`src/rtl/alu_arbiter_if.sv`:
```
`default_nettype none
// ============================================================================
// Module      : alu_arbiter_if
// Description : Two-requester request/response bus for the shared-ALU arbiter.
// Revision    : 1.0
// ============================================================================
interface alu_arbiter_if;
    logic        r0_valid;
    logic        r0_ready;
    logic [31:0] r0_a;
    logic [31:0] r0_b;
    logic [3:0]  r0_op;
    logic        r0_rsp_valid;
    logic        r0_rsp_ready;

    logic        r1_valid;
    logic        r1_ready;
    logic [31:0] r1_a;
    logic [31:0] r1_b;
    logic [3:0]  r1_op;
    logic        r1_rsp_valid;
    logic        r1_rsp_ready;

    logic [31:0] rsp_result;
    logic        rsp_z;
    logic        rsp_err;

    modport master (
        output r0_valid, r0_a, r0_b, r0_op, r0_rsp_ready,
        output r1_valid, r1_a, r1_b, r1_op, r1_rsp_ready,
        input  r0_ready, r0_rsp_valid, r1_ready, r1_rsp_valid,
        input  rsp_result, rsp_z, rsp_err
    );

    modport slave (
        input  r0_valid, r0_a, r0_b, r0_op, r0_rsp_ready,
        input  r1_valid, r1_a, r1_b, r1_op, r1_rsp_ready,
        output r0_ready, r0_rsp_valid, r1_ready, r1_rsp_valid,
        output rsp_result, rsp_z, rsp_err
    );
endinterface
`default_nettype wire

```
`src/rtl/alu_arbiter.sv`:
```
`default_nettype none
// ============================================================================
// Module      : alu_arbiter
// Description : Round-robin arbiter sharing one combinational ALU between two
//               requesters, one operation in flight at a time.
// Revision    : 1.0
// ============================================================================
module alu_arbiter #(
    parameter int CNT_W = 16
) (
    input  wire logic           clk,
    input  wire logic           rst,
    alu_arbiter_if.slave        bus,
    output logic [31:0]         alu_a,
    output logic [31:0]         alu_b,
    output logic [3:0]          alu_ctrl,
    input  wire logic [31:0]    alu_result,
    input  wire logic           alu_z,
    output logic                busy,
    output logic [CNT_W-1:0]    op_count
);

    typedef enum logic [1:0] {
        ST_IDLE = 2'd0,
        ST_EXEC = 2'd1,
        ST_RESP = 2'd2
    } state_t;

    localparam logic [3:0] c_LAST_LEGAL_OP = 4'b1001;

    state_t             r_state;
    logic               r_prio;
    logic               r_gnt;
    logic [31:0]        r_alu_a;
    logic [31:0]        r_alu_b;
    logic [3:0]         r_alu_ctrl;
    logic               r_rsp_valid0;
    logic               r_rsp_valid1;
    logic [31:0]        r_rsp_result;
    logic               r_rsp_z;
    logic               r_rsp_err;
    logic [CNT_W-1:0]   r_op_count;

    logic               w_idle;
    logic               w_gnt1;
    logic               w_accept;
    logic               w_rsp_hs;
    logic [31:0]        w_a;
    logic [31:0]        w_b;
    logic [3:0]         w_op;

    // r1 wins only when it is the sole requester or holds the priority pointer.
    assign w_idle   = (r_state == ST_IDLE) && !rst;
    assign w_gnt1   = bus.r1_valid && (!bus.r0_valid || r_prio);
    assign bus.r0_ready = w_idle && bus.r0_valid && !w_gnt1;
    assign bus.r1_ready = w_idle && w_gnt1;
    assign w_accept = bus.r0_ready || bus.r1_ready;

    assign w_a  = w_gnt1 ? bus.r1_a  : bus.r0_a;
    assign w_b  = w_gnt1 ? bus.r1_b  : bus.r0_b;
    assign w_op = w_gnt1 ? bus.r1_op : bus.r0_op;

    assign w_rsp_hs = (r_rsp_valid0 && bus.r0_rsp_ready) ||
                      (r_rsp_valid1 && bus.r1_rsp_ready);

    always_ff @(posedge clk) begin
        if (rst) begin
            r_state      <= ST_IDLE;
            r_prio       <= 1'b0;
            r_gnt        <= 1'b0;
            r_alu_a      <= '0;
            r_alu_b      <= '0;
            r_alu_ctrl   <= '0;
            r_rsp_valid0 <= 1'b0;
            r_rsp_valid1 <= 1'b0;
            r_rsp_result <= '0;
            r_rsp_z      <= 1'b0;
            r_rsp_err    <= 1'b0;
            r_op_count   <= '0;
        end else begin
            case (r_state)
                ST_IDLE: begin
                    if (w_accept) begin
                        r_alu_a    <= w_a;
                        r_alu_b    <= w_b;
                        r_alu_ctrl <= w_op;
                        r_gnt      <= w_gnt1;
                        r_state    <= ST_EXEC;
                    end
                end
                ST_EXEC: begin
                    // Illegal codes still go through the ALU; only the flag marks them.
                    r_rsp_result <= alu_result;
                    r_rsp_z      <= alu_z;
                    r_rsp_err    <= (r_alu_ctrl > c_LAST_LEGAL_OP);
                    r_rsp_valid0 <= !r_gnt;
                    r_rsp_valid1 <= r_gnt;
                    r_state      <= ST_RESP;
                end
                ST_RESP: begin
                    if (w_rsp_hs) begin
                        r_rsp_valid0 <= 1'b0;
                        r_rsp_valid1 <= 1'b0;
                        r_prio       <= !r_gnt;
                        r_op_count   <= r_op_count + CNT_W'(1);
                        r_state      <= ST_IDLE;
                    end
                end
                default: begin
                    r_state <= ST_IDLE;
                end
            endcase
        end
    end

    assign alu_a            = r_alu_a;
    assign alu_b            = r_alu_b;
    assign alu_ctrl         = r_alu_ctrl;
    assign bus.r0_rsp_valid = r_rsp_valid0;
    assign bus.r1_rsp_valid = r_rsp_valid1;
    assign bus.rsp_result   = r_rsp_result;
    assign bus.rsp_z        = r_rsp_z;
    assign bus.rsp_err      = r_rsp_err;
    assign busy             = (r_state != ST_IDLE);
    assign op_count         = r_op_count;

endmodule
`default_nettype wire

```
`src/flat_wrapper.sv`:
```
// flat-port wrapper written by rule: the top's interface ports become plain ports
module alu_arbiter_flat 
#(
    parameter int CNT_W = 16
)
  (clk, rst, alu_a, alu_b, alu_ctrl, alu_result, alu_z, busy, op_count, bus_r0_valid, bus_r0_a, bus_r0_b, bus_r0_op, bus_r0_rsp_ready, bus_r1_valid, bus_r1_a, bus_r1_b, bus_r1_op, bus_r1_rsp_ready, bus_r0_ready, bus_r0_rsp_valid, bus_r1_ready, bus_r1_rsp_valid, bus_rsp_result, bus_rsp_z, bus_rsp_err);
  alu_arbiter_if bus_i ();
  input  wire logic clk;
  input  wire logic rst;
  output logic [31:0] alu_a;
  output logic [31:0] alu_b;
  output logic [3:0] alu_ctrl;
  input  wire logic [31:0] alu_result;
  input  wire logic alu_z;
  output logic busy;
  output logic [CNT_W-1:0] op_count;
  input wire logic [$bits(bus_i.r0_valid)-1:0] bus_r0_valid;
  input wire logic [$bits(bus_i.r0_a)-1:0] bus_r0_a;
  input wire logic [$bits(bus_i.r0_b)-1:0] bus_r0_b;
  input wire logic [$bits(bus_i.r0_op)-1:0] bus_r0_op;
  input wire logic [$bits(bus_i.r0_rsp_ready)-1:0] bus_r0_rsp_ready;
  input wire logic [$bits(bus_i.r1_valid)-1:0] bus_r1_valid;
  input wire logic [$bits(bus_i.r1_a)-1:0] bus_r1_a;
  input wire logic [$bits(bus_i.r1_b)-1:0] bus_r1_b;
  input wire logic [$bits(bus_i.r1_op)-1:0] bus_r1_op;
  input wire logic [$bits(bus_i.r1_rsp_ready)-1:0] bus_r1_rsp_ready;
  output wire logic [$bits(bus_i.r0_ready)-1:0] bus_r0_ready;
  output wire logic [$bits(bus_i.r0_rsp_valid)-1:0] bus_r0_rsp_valid;
  output wire logic [$bits(bus_i.r1_ready)-1:0] bus_r1_ready;
  output wire logic [$bits(bus_i.r1_rsp_valid)-1:0] bus_r1_rsp_valid;
  output wire logic [$bits(bus_i.rsp_result)-1:0] bus_rsp_result;
  output wire logic [$bits(bus_i.rsp_z)-1:0] bus_rsp_z;
  output wire logic [$bits(bus_i.rsp_err)-1:0] bus_rsp_err;
  assign bus_i.r0_valid = bus_r0_valid;
  assign bus_i.r0_a = bus_r0_a;
  assign bus_i.r0_b = bus_r0_b;
  assign bus_i.r0_op = bus_r0_op;
  assign bus_i.r0_rsp_ready = bus_r0_rsp_ready;
  assign bus_i.r1_valid = bus_r1_valid;
  assign bus_i.r1_a = bus_r1_a;
  assign bus_i.r1_b = bus_r1_b;
  assign bus_i.r1_op = bus_r1_op;
  assign bus_i.r1_rsp_ready = bus_r1_rsp_ready;
  assign bus_r0_ready = bus_i.r0_ready;
  assign bus_r0_rsp_valid = bus_i.r0_rsp_valid;
  assign bus_r1_ready = bus_i.r1_ready;
  assign bus_r1_rsp_valid = bus_i.r1_rsp_valid;
  assign bus_rsp_result = bus_i.rsp_result;
  assign bus_rsp_z = bus_i.rsp_z;
  assign bus_rsp_err = bus_i.rsp_err;
  alu_arbiter #(.CNT_W(CNT_W)) u_core (.clk(clk), .rst(rst), .bus(bus_i), .alu_a(alu_a), .alu_b(alu_b), .alu_ctrl(alu_ctrl), .alu_result(alu_result), .alu_z(alu_z), .busy(busy), .op_count(op_count));
endmodule
```
`config.mk`:
```
export PLATFORM = sky130hd
export DESIGN_NAME = alu_arbiter_flat
export DESIGN_NICKNAME = d
export VERILOG_FILES = /design/src/rtl/alu_arbiter_if.sv /design/src/rtl/alu_arbiter.sv /design/src/flat_wrapper.sv
export SDC_FILE = /design/constraint.sdc
export NUM_CORES = 1
export LEC_CHECK = 0
export CORE_MARGIN = 2
export CORE_UTILIZATION = 36
export CTS_BUF_LIST = sky130_fd_sc_hd__clkbuf_2 sky130_fd_sc_hd__clkbuf_4 sky130_fd_sc_hd__clkbuf_8
export DETAILED_ROUTE_END_ITERATION = 16
export GPL_TIMING_DRIVEN = 0
export PLACE_DENSITY = 0.9
export SYNTH_ARGS = -nofsm -noshare
export SYNTH_HDL_FRONTEND = slang
export SYNTH_SLANG_ARGS = --single-unit
```
`constraint.sdc`:
```
create_clock -name clk -period 1.3 [get_ports clk]
set_input_delay 0.26 -clock clk [delete_from_list [all_inputs] [get_ports clk]]
set_output_delay 0.26 -clock clk [all_outputs]
set_load 0.02 [all_outputs]
```
==> reports/metrics.yaml <==
run_status:
  outcome: "complete, but fails checks"
  violations: "negative setup slack"
run:
  cap_violations: 0
worst_setup_path:
  startpoint: "u_core.r_prio"
  worstSetupPathDepth: 4
  reg2reg_to: "u_core.alu_a[5]"
  crit_path_end_kind: "output pin"
  path_cells: "o21ai_4 -> buf_12 -> and3_4 -> buf_6"
  crit_path_max_fanout: 3
  regToRegSetupSlack_ns: -0.23
  required_ns: 1.04
  worstRegToRegCells: 7
  crit_end: "bus_r0_ready"
  startpoint_type: "register"
  worstPathArrival_ns: 1.37
  cp_top_family: "flip-flops"
  rr_startpoint: "u_core.r_state[1]"
  cpPeakStageDelay_ns: 0.34
  critPathKind: "reg -> out"
  critPathBufInv: 2
  critical_path.slowest_cell: "dfxtp_2"
sta:
  grt_setup_unrepaired: "true"
  slew_headroom_pct: 63.3
  fin_ws_ns: -0.335
  hold_ws_ns: 0.306
  fin_crit_ns: 1.63
  tightest_slew_ns: 0.551
  drv_slew: 0
  hold_viol_final: 0
  fmax_ghz: 0.612
  tns_ns: -14.60
  setup_viol: 82
  fin_crit_sh_pct: 126
  skew_ns: 0.00648
routing:
  vias: 5568
  ant_nets: 0
  wl_per_cell_microns: 17.7
  via_per_inst: 5.07
  wl_microns: 19400
  first_pass_iters: 4
  drtIter0Drc: 238
  drc: 0
global_route:
  overflow: 0
  met2_usage_pct: 41.5
  busiest_layer: "met2"
  track_usage_pct: 23.7
  first_global_vias: 5298
  grt_start_max_net_pins: 17
  grt_pass1_wl_microns: 27400
  grt_use_met3_pct: 8.75
  grt_use_met1_pct: 25.2
  antenna_found_initial: 2
die:
  ios: 298
  dieArea_sq_um: 15300
  die_w_microns: 124
  rows: 43
  core-area_sq_um: 13900
  start_util_pct: 37.1
  fp.dieH_microns: 124
yosys:
  ys_ff_latch: 124
  syn_area_per_cell_sq_um: 9.09
  synth_cells: 569
  synth_flop_cell: "dfxtp_1"
  seq_area_frac_synth_pct: 48.0
  synth.distinct_cells: 39
  synth_area_sq_um: 5170
  synth_edf_count: 0
  async_flop_share_pct: 0
  syn_nets: 745
  yosys_warnings: 0
placed_design:
  dpl_cell_area_sq_um: 8450
  dp_hpwl_microns: 14100
  portBuffers: 296
  gp_congestion: 0.833
final_layout:
  nNetsFinal: 1080
  multi_input_area_sq_um: 2650
  seqCellArea_sq_um: 2540
  final_layout_size_suffix_gt1_share_pct: 28.8
  nFillCells: 1173
  design_area_sq_um: 8780
  synthToLayoutAreaGrowth_pct: 69.7
clock_tree:
  cts_tree: "yes"
  clockRootBuffer: "clkbuf_8"
  cts_sinks: 124
  hold_buffers: 0
  clk_pin_slew_ns: 0.07
  h-tree-depth: 4
  cts_made_buffers: 17
  clk_latency_ns: 0.45
  cts_buffer_depth: 2
hold_path:
  hold_path.class: "in -> reg"
power:
  p_total_uw: 10300
  ir_worst_vdd_v: 0.000704
  p_leak_uw: 0.00388
  power.density_nw_per_um2: 1180
-- cell families after synthesis --
logic type	count (synthesis)	share of synthesized area, %
multiplexers	69	13.4
buffers and inverters	50	4.67
AO/OA/AOI/OAI	129	16.4
XOR/XNOR	6	1.02
adder cells (fa/ha/maj)	1	0.242
AND/OR/NAND/NOR	190	16.3
flip-flops	124	48.0
-- where the power goes --
group / internal (uW) / switching [uW]
clock: 1970 / 1580
sequential: 4080 / 174
combinational: 1210 / 1320
total: 7260 / 3070
-- synthesized netlist by cell type, types with 3 or more instances --
cell type | count | area, sq um
dfxtp_1 | 124 | 2480
or4_1 | 6 | 45.0
nand2_1 | 77 | 289
buf_1 | 4 | 15.0
xor2_1 | 4 | 35.0
buf_4 | 7 | 52.6
a21oi_1 | 45 | 225
nor2_1 | 81 | 304
mux2i_1 | 68 | 681
o31ai_1 | 6 | 45.0
nand3_1 | 7 | 35.0
buf_2 | 22 | 110
o21ai_0 | 3 | 15.0
inv_1 | 4 | 15.0
clkbuf_1 | 13 | 48.8
a211oi_1 | 69 | 518
-- how the worst min path moves through the flow --
stage,from,end,slack [ns],cells after the start
3_5_place_dp,u_core.bus.rsp_result[6],u_core.bus.rsp_result[6],0.45,2
5_1_grt,alu_result[6],u_core.bus.rsp_result[6],0.33,3
2_1_floorplan,alu_result[0],u_core.bus.rsp_result[0],0.40,2
4_1_cts,rst,u_core.op_count[15],0.28,3
3_3_place_gp,u_core.bus.rsp_result[20],u_core.bus.rsp_result[20],0.44,2
6_report,rst,u_core.op_count[15],0.31,3
-- placed cells by master, fill, tap and decap left out, types with 2 or more instances in the layout --
cell type        instances
a211oi_1                59
a211oi_2                10
a21oi_1                 43
a21oi_2                  2
and3_4                   4
buf_1                    3
buf_12                   2
buf_2                  109
buf_4                   37
buf_6                   22
bufinv_16                3
clkbuf_1                 9
clkbuf_4                 5
clkbuf_8                18
clkdlybuf4s50_1        172
clkinv_2                 5
clkinvlp_4               2
dfxtp_1                104
dfxtp_2                  5
dfxtp_4                 15
diode_2                  2
inv_1                    3
mux2i_1                 67
nand2_1                 76
nand3_1                  6
nand3_4                  4
nor2_1                  80
nor2b_1                  2
nor3_4                   2
o21ai_0                  2
o31ai_1                  6
or4_1                    6
xnor2_1                  2
xor2_1                   4
-- tightest hold or removal path, cell delays in order --
cell and delay [ns]:
buf_2 0.19, nor2b_1 0.13, mux2_4 0.14
-- what timing repair did --
action / in CTS / in global routing
gates cloned: 1 / 3
pin swaps: 4 / 11
endpoints found under the hold margin: 0 / 0
setup endpoints to repair: 237 / 135
setup buffers: 3 / 15
resized for setup: 560 / 63
-- area by class of cell --
type                       instances  area share, %
multi-input combinational        397           30.2
timing repair buffer             315           29.3
sequential                       124           29.0
buffer                            45           4.09
clock buffer                      20           2.99
tap                              180           2.57
clock inverter                    12           1.65
inverter                           4          0.171
antenna                            2         0.0570
-- through the flow --
step | utilization, % | std cells | setup slack (ns)
floorplan | - | 569 | -0.113
CTS | 60.6 | 1081 | -0.388
finish | 63.0 | 1099 | -0.335
global route | 63.0 | 1099 | -0.377
detailed placement | 60.6 | 1045 | -1.20
global placement | 60.6 | 1045 | -1.23
-- routing by layer --
layer  share of wire [%]  vias to the layer above  routed length (microns)
met2                  51                      239                     9940
met1                  37                     2604                     7130
met5                   0                        -                        0
li1                    -                     2684                        -
met3                 9.3                       41                     1800
met4                 2.8                        0                      540
-- state kept, by name, summed over array words and instances, names as in the netlist, 2 cells and up --
| name | cells |
|---|---|
| u_core.bus.rsp_result | 32 |
| u_core.r_state | 2 |
| u_core.alu_ctrl | 4 |
| u_core.alu_b | 32 |
| u_core.alu_a | 32 |
| u_core.op_count | 16 |
(Power assumes the default switching activity.)
